<file path="src/rtl/cc_neuron_sequencer_pkg.sv">
// Shared definitions for the neuron sequencer: FSM encodings, input count
// and the default data width.
package cc_neuron_sequencer_pkg;

    localparam int DEFAULT_DATAWIDTH = 8;
    localparam int NUM_INPUTS        = 4;
    localparam int IDX_WIDTH         = $clog2(NUM_INPUTS);

    // Index of the last term; MAC leaves for CMP after processing it.
    localparam logic [IDX_WIDTH-1:0] LAST_IDX = IDX_WIDTH'(NUM_INPUTS - 1);

    typedef enum logic [1:0] {
        ST_IDLE = 2'd0,
        ST_MAC  = 2'd1,
        ST_CMP  = 2'd2,
        ST_DONE = 2'd3
    } seqState_t;

endpackage

</file>
<file path="src/rtl/cc_neuron_sequencer_datapath.sv">
// Arithmetic for the neuron sequencer: one shared multiplier, the
// accumulator adder and the threshold comparator. Purely combinational;
// the accumulator register itself lives in the top level.

// Unsigned multiplier whose product is truncated to the operand width.
module cc_multiplier #(
    parameter int WIDTH = 8
) (
    input  logic [WIDTH-1:0] a,
    input  logic [WIDTH-1:0] b,
    output logic [WIDTH-1:0] product
);
    // Result is sized to WIDTH, so the upper product bits are discarded (mod 2^WIDTH).
    assign product = a * b;
endmodule

module cc_neuron_sequencer_datapath
    import cc_neuron_sequencer_pkg::*;
#(
    parameter int NUMBER_DATAWIDTH = DEFAULT_DATAWIDTH
) (
    input  logic [IDX_WIDTH-1:0]                         idx,
    input  logic [NUM_INPUTS-1:0][NUMBER_DATAWIDTH-1:0]  xVec,
    input  logic [NUM_INPUTS-1:0][NUMBER_DATAWIDTH-1:0]  wVec,
    input  logic [NUMBER_DATAWIDTH-1:0]                  acc,
    input  logic [NUMBER_DATAWIDTH-1:0]                  threshold,
    output logic [NUMBER_DATAWIDTH-1:0]                  accSum,
    output logic                                         geFlag
);
    logic [NUMBER_DATAWIDTH-1:0] xSel;
    logic [NUMBER_DATAWIDTH-1:0] wSel;
    logic [NUMBER_DATAWIDTH-1:0] product;

    // Operand mux: only the term selected by idx reaches the multiplier.
    always_comb begin
        xSel = xVec[idx];
        wSel = wVec[idx];
    end

    cc_multiplier #(
        .WIDTH (NUMBER_DATAWIDTH)
    ) uMult (
        .a       (xSel),
        .b       (wSel),
        .product (product)
    );

    // Wrapping accumulate and unsigned threshold compare.
    always_comb begin
        accSum = acc + product;
        geFlag = (acc >= threshold);
    end

endmodule

</file>
<file path="src/rtl/cc_neuron_sequencer.sv">
// Four-input neuron sequencer: latches threshold/operands/weights on start,
// accumulates one x*w term per cycle, compares against the threshold and
// pulses done with the registered decision.
module cc_neuron_sequencer
    import cc_neuron_sequencer_pkg::*;
#(
    parameter int NUMBER_DATAWIDTH = DEFAULT_DATAWIDTH
) (
    input  logic                        CC_NEURON_SEQUENCER_CLOCK_50,
    input  logic                        CC_NEURON_SEQUENCER_RESET_InLow,
    input  logic                        CC_NEURON_SEQUENCER_start_In,
    input  logic [NUMBER_DATAWIDTH-1:0] CC_NEURON_SEQUENCER_t0_InBUS,
    input  logic [NUMBER_DATAWIDTH-1:0] CC_NEURON_SEQUENCER_x0_InBUS,
    input  logic [NUMBER_DATAWIDTH-1:0] CC_NEURON_SEQUENCER_x1_InBUS,
    input  logic [NUMBER_DATAWIDTH-1:0] CC_NEURON_SEQUENCER_x2_InBUS,
    input  logic [NUMBER_DATAWIDTH-1:0] CC_NEURON_SEQUENCER_x3_InBUS,
    input  logic [NUMBER_DATAWIDTH-1:0] CC_NEURON_SEQUENCER_w0_InBUS,
    input  logic [NUMBER_DATAWIDTH-1:0] CC_NEURON_SEQUENCER_w1_InBUS,
    input  logic [NUMBER_DATAWIDTH-1:0] CC_NEURON_SEQUENCER_w2_InBUS,
    input  logic [NUMBER_DATAWIDTH-1:0] CC_NEURON_SEQUENCER_w3_InBUS,
    output logic                        CC_NEURON_SEQUENCER_busy_Out,
    output logic                        CC_NEURON_SEQUENCER_done_Out,
    output logic                        CC_NEURON_SEQUENCER_y0_Out
);
    seqState_t                                   stateReg, stateNext;
    logic [NUMBER_DATAWIDTH-1:0]                 accReg;
    logic [IDX_WIDTH-1:0]                        idxReg;
    logic [NUMBER_DATAWIDTH-1:0]                 t0Reg;
    logic [NUM_INPUTS-1:0][NUMBER_DATAWIDTH-1:0] xVecReg;
    logic [NUM_INPUTS-1:0][NUMBER_DATAWIDTH-1:0] wVecReg;
    logic [NUM_INPUTS-1:0][NUMBER_DATAWIDTH-1:0] xInVec;
    logic [NUM_INPUTS-1:0][NUMBER_DATAWIDTH-1:0] wInVec;
    logic                                        y0Reg;
    logic                                        latchEn;
    logic                                        macEn;
    logic                                        cmpEn;
    logic [NUMBER_DATAWIDTH-1:0]                 accSum;
    logic                                        geFlag;

    // Gather the individual operand ports into indexable vectors.
    always_comb begin
        xInVec = {CC_NEURON_SEQUENCER_x3_InBUS, CC_NEURON_SEQUENCER_x2_InBUS,
                  CC_NEURON_SEQUENCER_x1_InBUS, CC_NEURON_SEQUENCER_x0_InBUS};
        wInVec = {CC_NEURON_SEQUENCER_w3_InBUS, CC_NEURON_SEQUENCER_w2_InBUS,
                  CC_NEURON_SEQUENCER_w1_InBUS, CC_NEURON_SEQUENCER_w0_InBUS};
    end

    // FSM state register.
    always_ff @(posedge CC_NEURON_SEQUENCER_CLOCK_50 or negedge CC_NEURON_SEQUENCER_RESET_InLow) begin
        if (!CC_NEURON_SEQUENCER_RESET_InLow) begin
            stateReg <= ST_IDLE;
        end else begin
            stateReg <= stateNext;
        end
    end

    // Next-state logic and per-state strobes; start is only looked at in IDLE.
    always_comb begin
        stateNext                    = stateReg;
        latchEn                      = 1'b0;
        macEn                        = 1'b0;
        cmpEn                        = 1'b0;
        CC_NEURON_SEQUENCER_busy_Out = (stateReg != ST_IDLE);
        CC_NEURON_SEQUENCER_done_Out = 1'b0;
        case (stateReg)
            ST_IDLE: begin
                if (CC_NEURON_SEQUENCER_start_In) begin
                    latchEn   = 1'b1;
                    stateNext = ST_MAC;
                end
            end
            ST_MAC: begin
                macEn = 1'b1;
                if (idxReg == LAST_IDX) begin
                    stateNext = ST_CMP;
                end
            end
            ST_CMP: begin
                cmpEn     = 1'b1;
                stateNext = ST_DONE;
            end
            ST_DONE: begin
                CC_NEURON_SEQUENCER_done_Out = 1'b1;
                stateNext                    = ST_IDLE;
            end
            default: stateNext = ST_IDLE;
        endcase
    end

    // Operand capture at the accepting edge; held stable while busy.
    always_ff @(posedge CC_NEURON_SEQUENCER_CLOCK_50 or negedge CC_NEURON_SEQUENCER_RESET_InLow) begin
        if (!CC_NEURON_SEQUENCER_RESET_InLow) begin
            t0Reg   <= '0;
            xVecReg <= '0;
            wVecReg <= '0;
        end else if (latchEn) begin
            t0Reg   <= CC_NEURON_SEQUENCER_t0_InBUS;
            xVecReg <= xInVec;
            wVecReg <= wInVec;
        end
    end

    // Accumulator and term index: cleared on accept, advanced once per MAC cycle.
    always_ff @(posedge CC_NEURON_SEQUENCER_CLOCK_50 or negedge CC_NEURON_SEQUENCER_RESET_InLow) begin
        if (!CC_NEURON_SEQUENCER_RESET_InLow) begin
            accReg <= '0;
            idxReg <= '0;
        end else if (latchEn) begin
            accReg <= '0;
            idxReg <= '0;
        end else if (macEn) begin
            accReg <= accSum;
            idxReg <= idxReg + 1'b1;
        end
    end

    // Decision register: updated only on the compare edge, held otherwise.
    always_ff @(posedge CC_NEURON_SEQUENCER_CLOCK_50 or negedge CC_NEURON_SEQUENCER_RESET_InLow) begin
        if (!CC_NEURON_SEQUENCER_RESET_InLow) begin
            y0Reg <= 1'b0;
        end else if (cmpEn) begin
            y0Reg <= geFlag;
        end
    end

    assign CC_NEURON_SEQUENCER_y0_Out = y0Reg;

    cc_neuron_sequencer_datapath #(
        .NUMBER_DATAWIDTH (NUMBER_DATAWIDTH)
    ) uDatapath (
        .idx       (idxReg),
        .xVec      (xVecReg),
        .wVec      (wVecReg),
        .acc       (accReg),
        .threshold (t0Reg),
        .accSum    (accSum),
        .geFlag    (geFlag)
    );

endmodule

</file>
<file path="config.mk">
export PLATFORM = sky130hd
export DESIGN_NAME = cc_neuron_sequencer
export DESIGN_NICKNAME = d
export VERILOG_FILES = /design/src/rtl/cc_neuron_sequencer_pkg.sv /design/src/rtl/cc_neuron_sequencer_datapath.sv /design/src/rtl/cc_neuron_sequencer.sv
export SDC_FILE = /design/constraint.sdc
export NUM_CORES = 1
export LEC_CHECK = 0
export ABC_AREA = 1
export CORE_UTILIZATION = 50
export CTS_BUF_LIST = sky130_fd_sc_hd__clkbuf_4 sky130_fd_sc_hd__clkbuf_8
export DETAILED_ROUTE_END_ITERATION = 12
export GPL_TIMING_DRIVEN = 1
export PLACE_DENSITY = 0.74
export SLEW_MARGIN = 20
export SYNTH_ARGS = -nofsm -noshare
export SYNTH_HDL_FRONTEND = slang
export SYNTH_SLANG_ARGS = --single-unit
</file>
<file path="constraint.sdc">
create_clock -name CC_NEURON_SEQUENCER_CLOCK_50 -period 10.2 [get_ports CC_NEURON_SEQUENCER_CLOCK_50]
set_clock_uncertainty 0.15 [all_clocks]
set_input_delay 1.53 -clock CC_NEURON_SEQUENCER_CLOCK_50 [delete_from_list [all_inputs] [get_ports CC_NEURON_SEQUENCER_CLOCK_50]]
set_output_delay 1.53 -clock CC_NEURON_SEQUENCER_CLOCK_50 [all_outputs]
set_load 0.01 [all_outputs]
</file>
* Word level (Yosys, flattened, before mapping)
Index checks and enable logic that the tools add are counted.
Cells by class: add/sub/neg operators 2, multiply operators 1, $lt $le $gt $ge 2, equality and inequality tests 6, mux-type cells 16, reductions and logical operators 4
Operators with widths (count):
- $bmux 8 s2 | 2
- $mux 8 | 4
- $add 8x8->8 | 1
- $ge 8x8->1 | 1
- $mul 8x8->8 | 1
- $mux 2 | 4
- $pmux 2 s4 | 1
- $eq 2x2->1 const B | 3
- $mux 1 | 5
- $ne 2x2->1 const B | 2
- $reduce_bool 2->1 | 2
- $lt 2x3->1 const B | 1
- $add 2x1->2 const B | 1
- $eq 2x1->1 const B | 1
- $logic_not 2->1 | 1
- $reduce_and 2->1 | 1
Word-level totals: register bits after elaboration 85, word-level logic and storage cells 44

* Depth between registers and ports, before layout
word-level depth 6, gate-level depth with buffers 32

* Cells and area by module
From an unflattened synthesis, not the netlist that was laid out.
Unflattened totals: cell total of the unflattened synthesis 731, area, all modules 5365.1 um2
Modules (own cells, without submodules):
- cc_neuron_sequencer | times used 1, cells an instance 375, area each 3329.4 um2, seq. area each 2127.0 um2
- cc_multiplier | times used 1, cells an instance 170, area each 1049.8 um2, seq. area each 0.0 um2
- cc_neuron_sequencer_datapath | times used 1, cells an instance 186, area each 985.9 um2, seq. area each 0.0 um2

* Worst setup path before layout
OpenSTA, ideal clock, no wires.
kind register to register, start reg idxReg[0], end reg accReg[7], setup time 0.118 ns, data arrival time 4.298 ns, slack 5.634 ns, cell stages (with the launch flop) 31, path buffers 2, path through dfrtp_1 buf_6 inv_6 buf_6 nand2_1 nand3_1 nand2_2 inv_1 nand2_1 fa_1 fa_1 inv_1 fa_1 inv_1 fa_1 inv_1 ha_1 nand3_1 nand3_1 nand2_1 nand2_1 inv_1 nand2_1 nand2_1 inv_1 nand2_1 nand2_1 nand2_1 nand3_1 nand3_1 nand2_1
Between the ends: cells in the longest elaborated chain, start to end 6, elaborated cells between the ends (all ways) 8
Ends and longest elaborated chain:
- start, declared | line cc_neuron_sequencer.sv:27 | logic [IDX_WIDTH-1:0] idxReg;
- start signal, assigned | line cc_neuron_sequencer.sv:113 | idxReg <= idxReg + 1'b1;
- $bmux 8 s2, on equally long branches | line cc_neuron_sequencer_datapath.sv:36, cc_neuron_sequencer_datapath.sv:37
- $mux 8, on equally long branches | line cc_neuron_sequencer_datapath.sv:36, cc_neuron_sequencer_datapath.sv:37
- $mul 8x8->8 (*) | line cc_neuron_sequencer_datapath.sv:14 | assign product = a * b;
- $add 8x8->8 (*) | line cc_neuron_sequencer_datapath.sv:50 | accSum = acc + product;
- $mux 8 (*) | line cc_neuron_sequencer.sv:111 | end else if (macEn) begin
- $mux 8 (*) | line cc_neuron_sequencer.sv:108 | end else if (latchEn) begin
- end signal, assigned | line cc_neuron_sequencer.sv:112 | accReg <= accSum;
- end, declared | line cc_neuron_sequencer.sv:26 | logic [NUMBER_DATAWIDTH-1:0] accReg;
Every way passes the cells marked *; elsewhere a longest branch is shown, timed or not. The select of a mux whose other input is x is not followed. A chain may end at the register's enable or synchronous reset.

* Final worst setup path
Ends and elaborated chain as after synthesis.

==> metrics <==
Die H=104.7 um; Nets=876; Setup crit start kind=register; number of gates resized after CTS=0; CTS tree=done; vias after detailed routing=4383; pre-CTS setup slack=4798 ps; Starting Density=51.29%; max-cap viol count=0; CTS Buffer Depth=2; vias per cell=4.908; Worst-Skew Late Latency=370 ps; die area=10960 um2; first-pass GRT wire length=20.58 mm; root buffer cell=clkbuf_8; final setup vio count=0; synthesized area per cell=7.673 um2; Detailed Route WL=12.05 mm; vias in the first global route=4435; Syn Inst Count=687; clk sink count=85; # rows=37; area grow syn2layout=19.70%; placed cells=877; Worst R2R Path Depth=29; Seq/Total Area, Yosys=40.35%; die width=104.7 um; worst-margin pin slew=1018 ps; post-CTS setup buffers=0; critical path type=register to register; remaining global-route overflow=0; hold_ws=336.8 ps; Final period util=52.59%; core area=10280 um2; H-tree depth=3; 1st-iter DRT viols=256; Worst Path Required=10310 ps; Antenna diodes=0; unrepaired setup endpoints after global routing=false; critical path arrival=5480 ps; Min-Delay Path Depth=2; worst reg2reg path endpoint=accReg[7]$_DFFE_PN0P_; share of layout cells above drive strength 1=5.416%; first drt pass iteration count=5; worst stage delay on the critical path=570 ps; hold buffer count at cts=0; flop2flop setup slack=4840 ps; GPL Wtd Cong=0.8577; worst hold path class=register to register; crit path from=idxReg[0]$_DFFE_PN0P_; CP max FO=34; worst setup margin=4836 ps; Seq cells post-synth=85; slowest stage cell on the critical path=dfrtp_1; port bufs=77; Cell Area, Synth=5271 um2; initial antenna violation count=0; Synth Net Count=811; Total GRT Usage=23.91%; CP Capture Type=register; min Tclk post-route=5364 ps; Top-Level Pins=78; Yosys warnings=0; Max Freq=186.4 MHz; Post-DP HPWL=9.086 mm; post-synth cell types=33; # DRC=0; most used cell, CP=nand2_1; Cell Count, Final, Fillers Out=893; total CTS buffers=9; WL/cell=13.50 um; largest net degree at the start of global routing=124; Routed Antenna Nets=0; run status=completed; Hold EP=wVecReg[22]$_DFFE_PN0P_; setup TNS=0 ps; min-delay src=wVecReg[22]$_DFFE_PN0P_; Slew Limit Fails=0; Final Hold Fails=0; Max-Slew Margin vs Limit=32.11%; Clock transition at path regs=90 ps; r2r startpoint=idxReg[0]$_DFFE_PN0P_
metrics by stage:
| step | utilization (%) | cell area (um2) |
|---|---|---|
| 6_report | 61.40 | 6310 |
| 2_1_floorplan | - | 5271 |
| 4_1_cts | 61.36 | 6306 |
| 3_5_place_dp | 59.09 | 6073 |
| 3_3_place_gp | 59.09 | 6073 |
| 5_1_grt | 61.40 | 6310 |
kinds of logic after synthesis:
kind of cell | Yosys count | share of synthesized area (%)
buffers and inverters | 144 | 11.49
XOR/XNOR | 4 | 0.6647
multiplexers | 1 | 0.2136
flip-flops | 85 | 40.35
AO/OA/AOI/OAI | 77 | 7.833
AND/OR/NAND/NOR | 327 | 25.26
adder cells (fa/ha/maj) | 49 | 14.19
state kept, by name, summed over array words and instances, names as in the netlist:
signal and count:
CC_NEURON_SEQUENCER_y0_Out 1, accReg 8, idxReg 2, stateReg 2, t0Reg 8, wVecReg 32, xVecReg 32
placed cells by master (no fill, tap or decap), drive strengths merged, types with 11 or more instances in the layout:
| master | count |
|---|---|
| clkdlybuf4s50 | 76 |
| o21ai | 60 |
| clkbuf | 11 |
| nand3 | 39 |
| ha | 31 |
| dfrtp | 85 |
| nand2 | 269 |
| nor2 | 15 |
| inv | 120 |
| fa | 18 |
worst max-delay path by stage:
stage	to	cells after the start
CTS	accReg[7]$_DFFE_PN0P_	29
finish	accReg[7]$_DFFE_PN0P_	29
floorplan	accReg[7]$_DFFE_PN0P_	30
global route	accReg[7]$_DFFE_PN0P_	29
global placement	accReg[7]$_DFFE_PN0P_	28
detailed placement	accReg[7]$_DFFE_PN0P_	29
final cells by class:
cell class | instances | area (um2)
fillers | 939 | 3968
multi-input cells | 458 | 2539
flip-flops and latches | 85 | 2127
repair buffers | 79 | 787.0
inverters | 119 | 454.2
well taps | 136 | 170.2
clock buffers | 11 | 151.4
clock inverters | 5 | 81.33
synth_stat cells:
cell | n | area share [%]
nand2_1 | 258 | 18
o22ai_1 | 3 | 0.36
nand4_1 | 2 | 0.24
nor3_1 | 1 | 0.095
a22o_1 | 1 | 0.17
nand3b_1 | 1 | 0.14
a21oi_1 | 9 | 0.85
nor2_2 | 1 | 0.12
nand2_2 | 10 | 1.2
o21ai_2 | 1 | 0.17
xor2_1 | 1 | 0.17
buf_4 | 3 | 0.43
o2111ai_1 | 1 | 0.17
inv_1 | 115 | 8.2
nand3_2 | 2 | 0.38
inv_2 | 2 | 0.14
inv_6 | 1 | 0.17
o211ai_1 | 2 | 0.28
nor2_1 | 14 | 1.0
o21ai_1 | 3 | 0.28
nand3_1 | 37 | 3.5
fa_1 | 18 | 6.8
buf_6 | 6 | 1.3
o21ai_0 | 56 | 5.3
mux2_2 | 1 | 0.21
nand2_4 | 1 | 0.21
o211ai_2 | 1 | 0.24
ha_1 | 31 | 7.4
buf_2 | 1 | 0.095
inv_4 | 1 | 0.12
xnor2_1 | 3 | 0.50
dfrtp_1 | 85 | 40
clkbuf_1 | 15 | 1.1
critical path: cells and delay by family (launching register included):
family,cells,cell delay [ps]
flops,1,570
simple gates,16,1250
buf+inv,8,900
fa+ha+maj,5,2360
routing by layer:
layer	track usage, %	wire (um)	vias to the layer above
li1	-	-	2225
met1	31.07	5468	2035
met2	39.97	5770	102
met3	3.930	531	21
met4	9.457	283	0
met5	0	0	-
Power is left out: the tool's default activity adds up to more than one toggle a clock period on the data nets, which glitch-free logic cannot reach.
